File: src/rtl/ram_pkg.sv
// Shared types and default sizes for the ram_bank data memory.
package ram_pkg;

    // Controller states: serving requests, or sweeping zeros through the array.
    typedef enum logic {
        RB_IDLE,
        RB_CLEAR
    } rb_state_e;

    localparam int unsigned DEF_DATA_W = 16;
    localparam int unsigned DEF_ADDR_W = 4;

endpackage

File: src/rtl/ram_clr_seq.sv
// Clear sequencer for ram_bank: walks the word address from 0 to DEPTH-1, one word per
// cycle while run=1, and pulses done the cycle after the last word is zeroed.
module ram_clr_seq #(
    parameter int unsigned ADDR_W = 4,
    parameter int unsigned DEPTH  = 1 << ADDR_W
) (
    input  logic              clk,
    input  logic              rst,
    input  logic              run,
    output logic              we,
    output logic [ADDR_W-1:0] addr,
    output logic              last,
    output logic              done
);

    localparam logic [ADDR_W-1:0] LAST_ADDR = ADDR_W'(DEPTH - 1);

    logic [ADDR_W-1:0] cnt_q;

    // Counter wraps to 0 after the last word, so a later clear always starts at word 0.
    always_ff @(posedge clk) begin
        if (rst) begin
            cnt_q <= '0;
            done  <= 1'b0;
        end else begin
            done <= run && last;
            if (run) begin
                cnt_q <= last ? '0 : cnt_q + 1'b1;
            end
        end
    end

    // Write-zero strobe and address follow the counter directly.
    always_comb begin
        we   = run;
        addr = cnt_q;
        last = (cnt_q == LAST_ADDR);
    end

endmodule

File: src/rtl/ram_bank.sv
// ram_bank: parametrised data memory with two read ports, one write port, req/ack
// handshakes and a multi-cycle clear run after reset and on request.
// Optional feature macro: RAM_BYPASS_EN (write-first forwarding on same-address collisions).
module ram_bank
    import ram_pkg::*;
#(
    parameter int unsigned DATA_W = DEF_DATA_W,
    parameter int unsigned ADDR_W = DEF_ADDR_W,
    parameter int unsigned DEPTH  = 1 << ADDR_W
) (
    input  logic              clk,
    input  logic              rst,
    input  logic              rd_req,
    input  logic [ADDR_W-1:0] rd_addr_a,
    input  logic [ADDR_W-1:0] rd_addr_b,
    output logic [DATA_W-1:0] rd_data_a,
    output logic [DATA_W-1:0] rd_data_b,
    output logic              rd_valid,
    input  logic              wr_req,
    input  logic [ADDR_W-1:0] wr_addr,
    input  logic [DATA_W-1:0] wr_data,
    output logic              wr_done,
    input  logic              clr_req,
    output logic              clr_done,
    output logic              ready
);

    rb_state_e         state_q, state_d;
    logic [DATA_W-1:0] mem [DEPTH];
    logic [DATA_W-1:0] rd_a_d, rd_b_d;
    logic              rd_acc, wr_acc;
    logic              clr_run, clr_we, clr_last;
    logic [ADDR_W-1:0] clr_addr;

    function automatic logic in_range(input logic [ADDR_W-1:0] a);
        return 32'(a) < DEPTH;
    endfunction

    ram_clr_seq #(
        .ADDR_W(ADDR_W),
        .DEPTH (DEPTH)
    ) u_clr_seq (
        .clk (clk),
        .rst (rst),
        .run (clr_run),
        .we  (clr_we),
        .addr(clr_addr),
        .last(clr_last),
        .done(clr_done)
    );

    // Next-state logic, ready decode and request arbitration (clear wins over rd/wr).
    always_comb begin
        state_d = state_q;
        ready   = (state_q == RB_IDLE);
        clr_run = (state_q == RB_CLEAR);
        rd_acc  = ready && !rst && rd_req && !clr_req;
        wr_acc  = ready && !rst && wr_req && !clr_req;
        unique case (state_q)
            RB_IDLE:  if (clr_req) state_d = RB_CLEAR;
            RB_CLEAR: if (clr_last) state_d = RB_IDLE;
            default:  state_d = RB_CLEAR;
        endcase
    end

    // State register; reset always lands in CLEAR so the array is swept before use.
    always_ff @(posedge clk) begin
        if (rst) state_q <= RB_CLEAR;
        else     state_q <= state_d;
    end

    // Array update: the clear sweep and accepted writes never overlap (writes need IDLE).
    always_ff @(posedge clk) begin
        if (clr_we) begin
            mem[clr_addr] <= '0;
        end else if (wr_acc && in_range(wr_addr)) begin
            mem[wr_addr] <= wr_data;
        end
    end

    // Read data selection; out-of-range addresses read as zero.
    always_comb begin
        rd_a_d = in_range(rd_addr_a) ? mem[rd_addr_a] : '0;
        rd_b_d = in_range(rd_addr_b) ? mem[rd_addr_b] : '0;
`ifdef RAM_BYPASS_EN
        if (wr_acc && in_range(wr_addr) && (wr_addr == rd_addr_a)) rd_a_d = wr_data;
        if (wr_acc && in_range(wr_addr) && (wr_addr == rd_addr_b)) rd_b_d = wr_data;
`endif
    end

    // Read registers hold their value until the next accepted read; acks are 1-cycle pulses.
    always_ff @(posedge clk) begin
        if (rst) begin
            rd_data_a <= '0;
            rd_data_b <= '0;
            rd_valid  <= 1'b0;
            wr_done   <= 1'b0;
        end else begin
            rd_valid <= rd_acc;
            wr_done  <= wr_acc;
            if (rd_acc) begin
                rd_data_a <= rd_a_d;
                rd_data_b <= rd_b_d;
            end
        end
    end

endmodule

File: config.mk
export PLATFORM = sky130hd
export DESIGN_NAME = ram_bank
export DESIGN_NICKNAME = d
export VERILOG_FILES = /design/src/rtl/ram_pkg.sv /design/src/rtl/ram_clr_seq.sv /design/src/rtl/ram_bank.sv
export SDC_FILE = /design/constraint.sdc
export NUM_CORES = 1
export LEC_CHECK = 0
export ABC_AREA = 1
export BUFFER_PORTS_ARGS = -buffer_cell sky130_fd_sc_hd__buf_2
export CAP_MARGIN = 5
export CELL_PAD_IN_SITES_DETAIL_PLACEMENT = 0
export CELL_PAD_IN_SITES_GLOBAL_PLACEMENT = 1
export CORE_AREA = 2 2 199 201
export DETAILED_ROUTE_END_ITERATION = 8
export DIE_AREA = 0 0 201 203
export PLACE_DENSITY_LB_ADDON = 0.1
export SKIP_CTS_REPAIR_TIMING = 1
export SYNTH_ARGS = -nofsm -noshare
export SYNTH_HDL_FRONTEND = slang
export SYNTH_HIERARCHICAL = 1
export SYNTH_SLANG_ARGS = --single-unit
File: constraint.sdc
create_clock -name clk -period 2.85 [get_ports clk]
set_input_delay 0 -clock clk [delete_from_list [all_inputs] [get_ports clk]]
set_output_delay 0 -clock clk [all_outputs]
set_load 0.01 [all_outputs]
==> flow_summary.ini <==
[sta]
setup_viol = 0
fin_crit_ps = 2370
worst_pin_slew_ps = 1170
fin_tns_setup_ps = 0
post-route-period-util = 0.830
skew_ps = 12.4
hold_viol = 0
grt_setup_unrepaired = no
fmax_mhz = 423
slew-limit-headroom = 0.214
slew_violations = 0

[routing]
wirelength_mm = 49.9
drtIter0Drc = 1391
vias = 12700
via_per_inst = 5.13
wl_per_cell_um = 20.1
dr.pass1.iters = 6
drtAntennaViolNets = 0
drc = 0

[final_layout]
finalNetCount = 1968
area_growth_pct = 14.3
fill_cells = 3808
drive_gt1_frac = 0.111
design_area_um2 = 17400

[die]
initial_core_util = 0.396
core_um2 = 38500
die_h_um = 203
die_x_um = 201
io_pins = 69
dieArea_um2 = 40800
floorplan.rows = 72

[power_and_ir_drop]
p_comb_frac = 0.092
sequentialPowerShare = 0.482
p_per_area_nw_per_um2 = 570
cellLeakagePower_uw = 0.00810
internal_power_uw = 7450
pwr-share-clk = 0.426
switching_share = 0.248
ir_drop_uv = 291
p_switching_uw = 2460

[setup_path]
cp_slowest_cell = dfxtp_1
end_kind = register
worstReg2RegStart = clr_run
worst-setup-path-type = register to register
r2r_end = mem[7][10]
cp.arrival_ps = 2540
critPathRequiredTime_ps = 3030
worstPathMaxFanout = 24
cp_slowest_stage_delay_ps = 550
cp-start-kind = register
cpMostUsedCell = nor2_2
r2r_cells = 9
path_delay_family = simple AND/OR/NAND/NOR gates
path_cells = nor2_2 > nand2_2 > nor2_4 > nand2_4 > nand2_1 > o21ai_1 > nand3_1 > nor2_2 > buf_4
path_buf_inv = 1
rrSetupSlack_ps = 480

[logic_synthesis]
synth_top_area_frac = 0.505
synthArstFlopShare = 0
synthMostInstantiatedCell = nand2_1
synth_commonest_cells = nand2_1 (626), nand3_1 (485), inv_1 (295)
syn_area_um2 = 15200
ys_seq_area_frac = 0.558
ys_warn_count = 6
synth_nets = 1912
synth_enable_flop_cells = 256
syn_inst = 1878
avgSynthCellArea_um2 = 8.10
ys_types = 25
ys_top_cells_by_area = edfxtp_1 (51%), nand3_1 (16%), nand2_1 (15%), inv_1 (7.3%), dfxtp_1 (5.3%)
ys_ff_latch = 296
yosys.area.top_type = edfxtp_1
synth_top_flop_cell = edfxtp_1

[cts]
clkTransAtPathRegs_ps = 60
clockRootBuffer = clkbuf_16
cts.sinks = 296
insertion_delay_ps = 520
clk_path_buf_depth = 3
numCtsBuffers = 35
cts_htree_levels = 2
cts_tree = built

[outcome]
status = completed

[placement]
hpwlAfterDp_mm = 31.6
portBuffers = 68
placed_cell_area_um2 = 16300
gp_congestion = 0.795

[worst_hold_path]
worstHoldStart = rd_req
min_path_type = primary input to register
whs_endpoint = rd_data_b[9]
hold_depth = 5

[global_routing]
antenna_found_initial = 0
grt_overflow = 0
grt_max_degree = 95
gr-usage-all-layers = 0.248
grt_pass1_vias = 12300
grt_pass1_wl_mm = 76.1

[job]
cap_violations = 0
## metal layers
layer  GRT usage  wire, um  up-vias
met5           0         0        -
met4      0.0598      1070        0
met3      0.0376      3560       73
met2       0.395     22500      484
met1       0.355     22800     6011
li1            -         -     6139
## state kept, by name (all words and copies together), names as in the netlist
signal and flops:
u_clr_seq/done 1, rd_data_b 16, rd_valid 1, u_clr_seq/addr 4
clr_run 1, mem 256, wr_done 1, rd_data_a 16
## how the worst max path moves through the flow
stage	cells after the start	startpoint	slack, ps	endpoint
after floorplan	8	clr_run	610	mem[12][0]
after global placement	9	clr_run	600	mem[7][12]
after detailed placement	9	clr_run	550	mem[4][11]
after CTS	9	clr_run	530	mem[4][8]
after global routing	9	clr_run	320	mem[7][10]
final	9	clr_run	480	mem[7][10]
## power groups by stage
stage	Combinational [uW]	Clock [uW]	Sequential, uW
2_1_floorplan	558	0	4860
3_3_place_gp	910	0	4870
3_5_place_dp	908	0	4870
4_1_cts	911	4310	4780
5_1_grt	1000	4500	4780
6_report	916	4220	4780
## cells in the final DEF, fill, tap and decap left out, types with 2 or more instances in the layout
cell | netlist | layout
clkinv_1 | 0 | 3
inv_4 | 0 | 2
clkinvlp_4 | 0 | 2
nand2_2 | 4 | 4
clkbuf_8 | 0 | 3
buf_12 | 0 | 6
edfxtp_1 | 256 | 256
nand2_1 | 626 | 626
inv_2 | 3 | 3
nor2_1 | 34 | 18
buf_4 | 1 | 57
dlygate4sd3_1 | 0 | 4
nor3_1 | 2 | 2
dfxtp_1 | 40 | 40
clkinv_2 | 0 | 9
nor2_2 | 1 | 17
buf_2 | 78 | 66
clkbuf_16 | 0 | 37
nand3_1 | 485 | 485
clkbuf_1 | 30 | 2
o21ai_0 | 5 | 5
inv_1 | 295 | 293
o21ai_1 | 3 | 3
a21oi_1 | 3 | 3
clkinv_4 | 0 | 6
## layout make-up
class | count | area (um2) | share of cell area
clock inverters | 20 | 124 | 0.00712
clock buffers | 42 | 975 | 0.0560
repair buffers | 133 | 918 | 0.0528
multi-input cells | 1170 | 5120 | 0.294
flip-flops and latches | 296 | 8490 | 0.488
diodes | 1 | 2.50 | 0.000144
well taps | 518 | 648 | 0.0373
inverters | 298 | 1120 | 0.0646
## stage by stage
step | hold WS (ps) | total power (uW) | setup slack (ps) | utilization | cells
final | 40.9 | 9920 | 485 | 0.452 | 2478
after global routing | 55.7 | 10300 | 321 | 0.452 | 2477
after CTS | -307 | 10000 | 526 | 0.451 | 2473
after detailed placement | 239 | 5780 | 546 | 0.423 | 2411
after global placement | 233 | 5780 | 598 | 0.423 | 2411
after floorplan | 79.0 | 5420 | 608 | - | 1878
## cell families after synthesis
logic type,Yosys count,share of synthesized area
AO/OA/AOI/OAI,14,0.00567
flip-flops,296,0.558
buffers and inverters,412,0.109
AND/OR/NAND/NOR,1155,0.327
adder cells (fa/ha/maj),1,0.000822
## tightest hold or removal path, delay by kind of cell
family / cells / cell delay, ps
buffers and inverters: 2 / 310
and+or+nand+nor: 3 / 200
No activity file was read; power rests on OpenSTA's default activity.
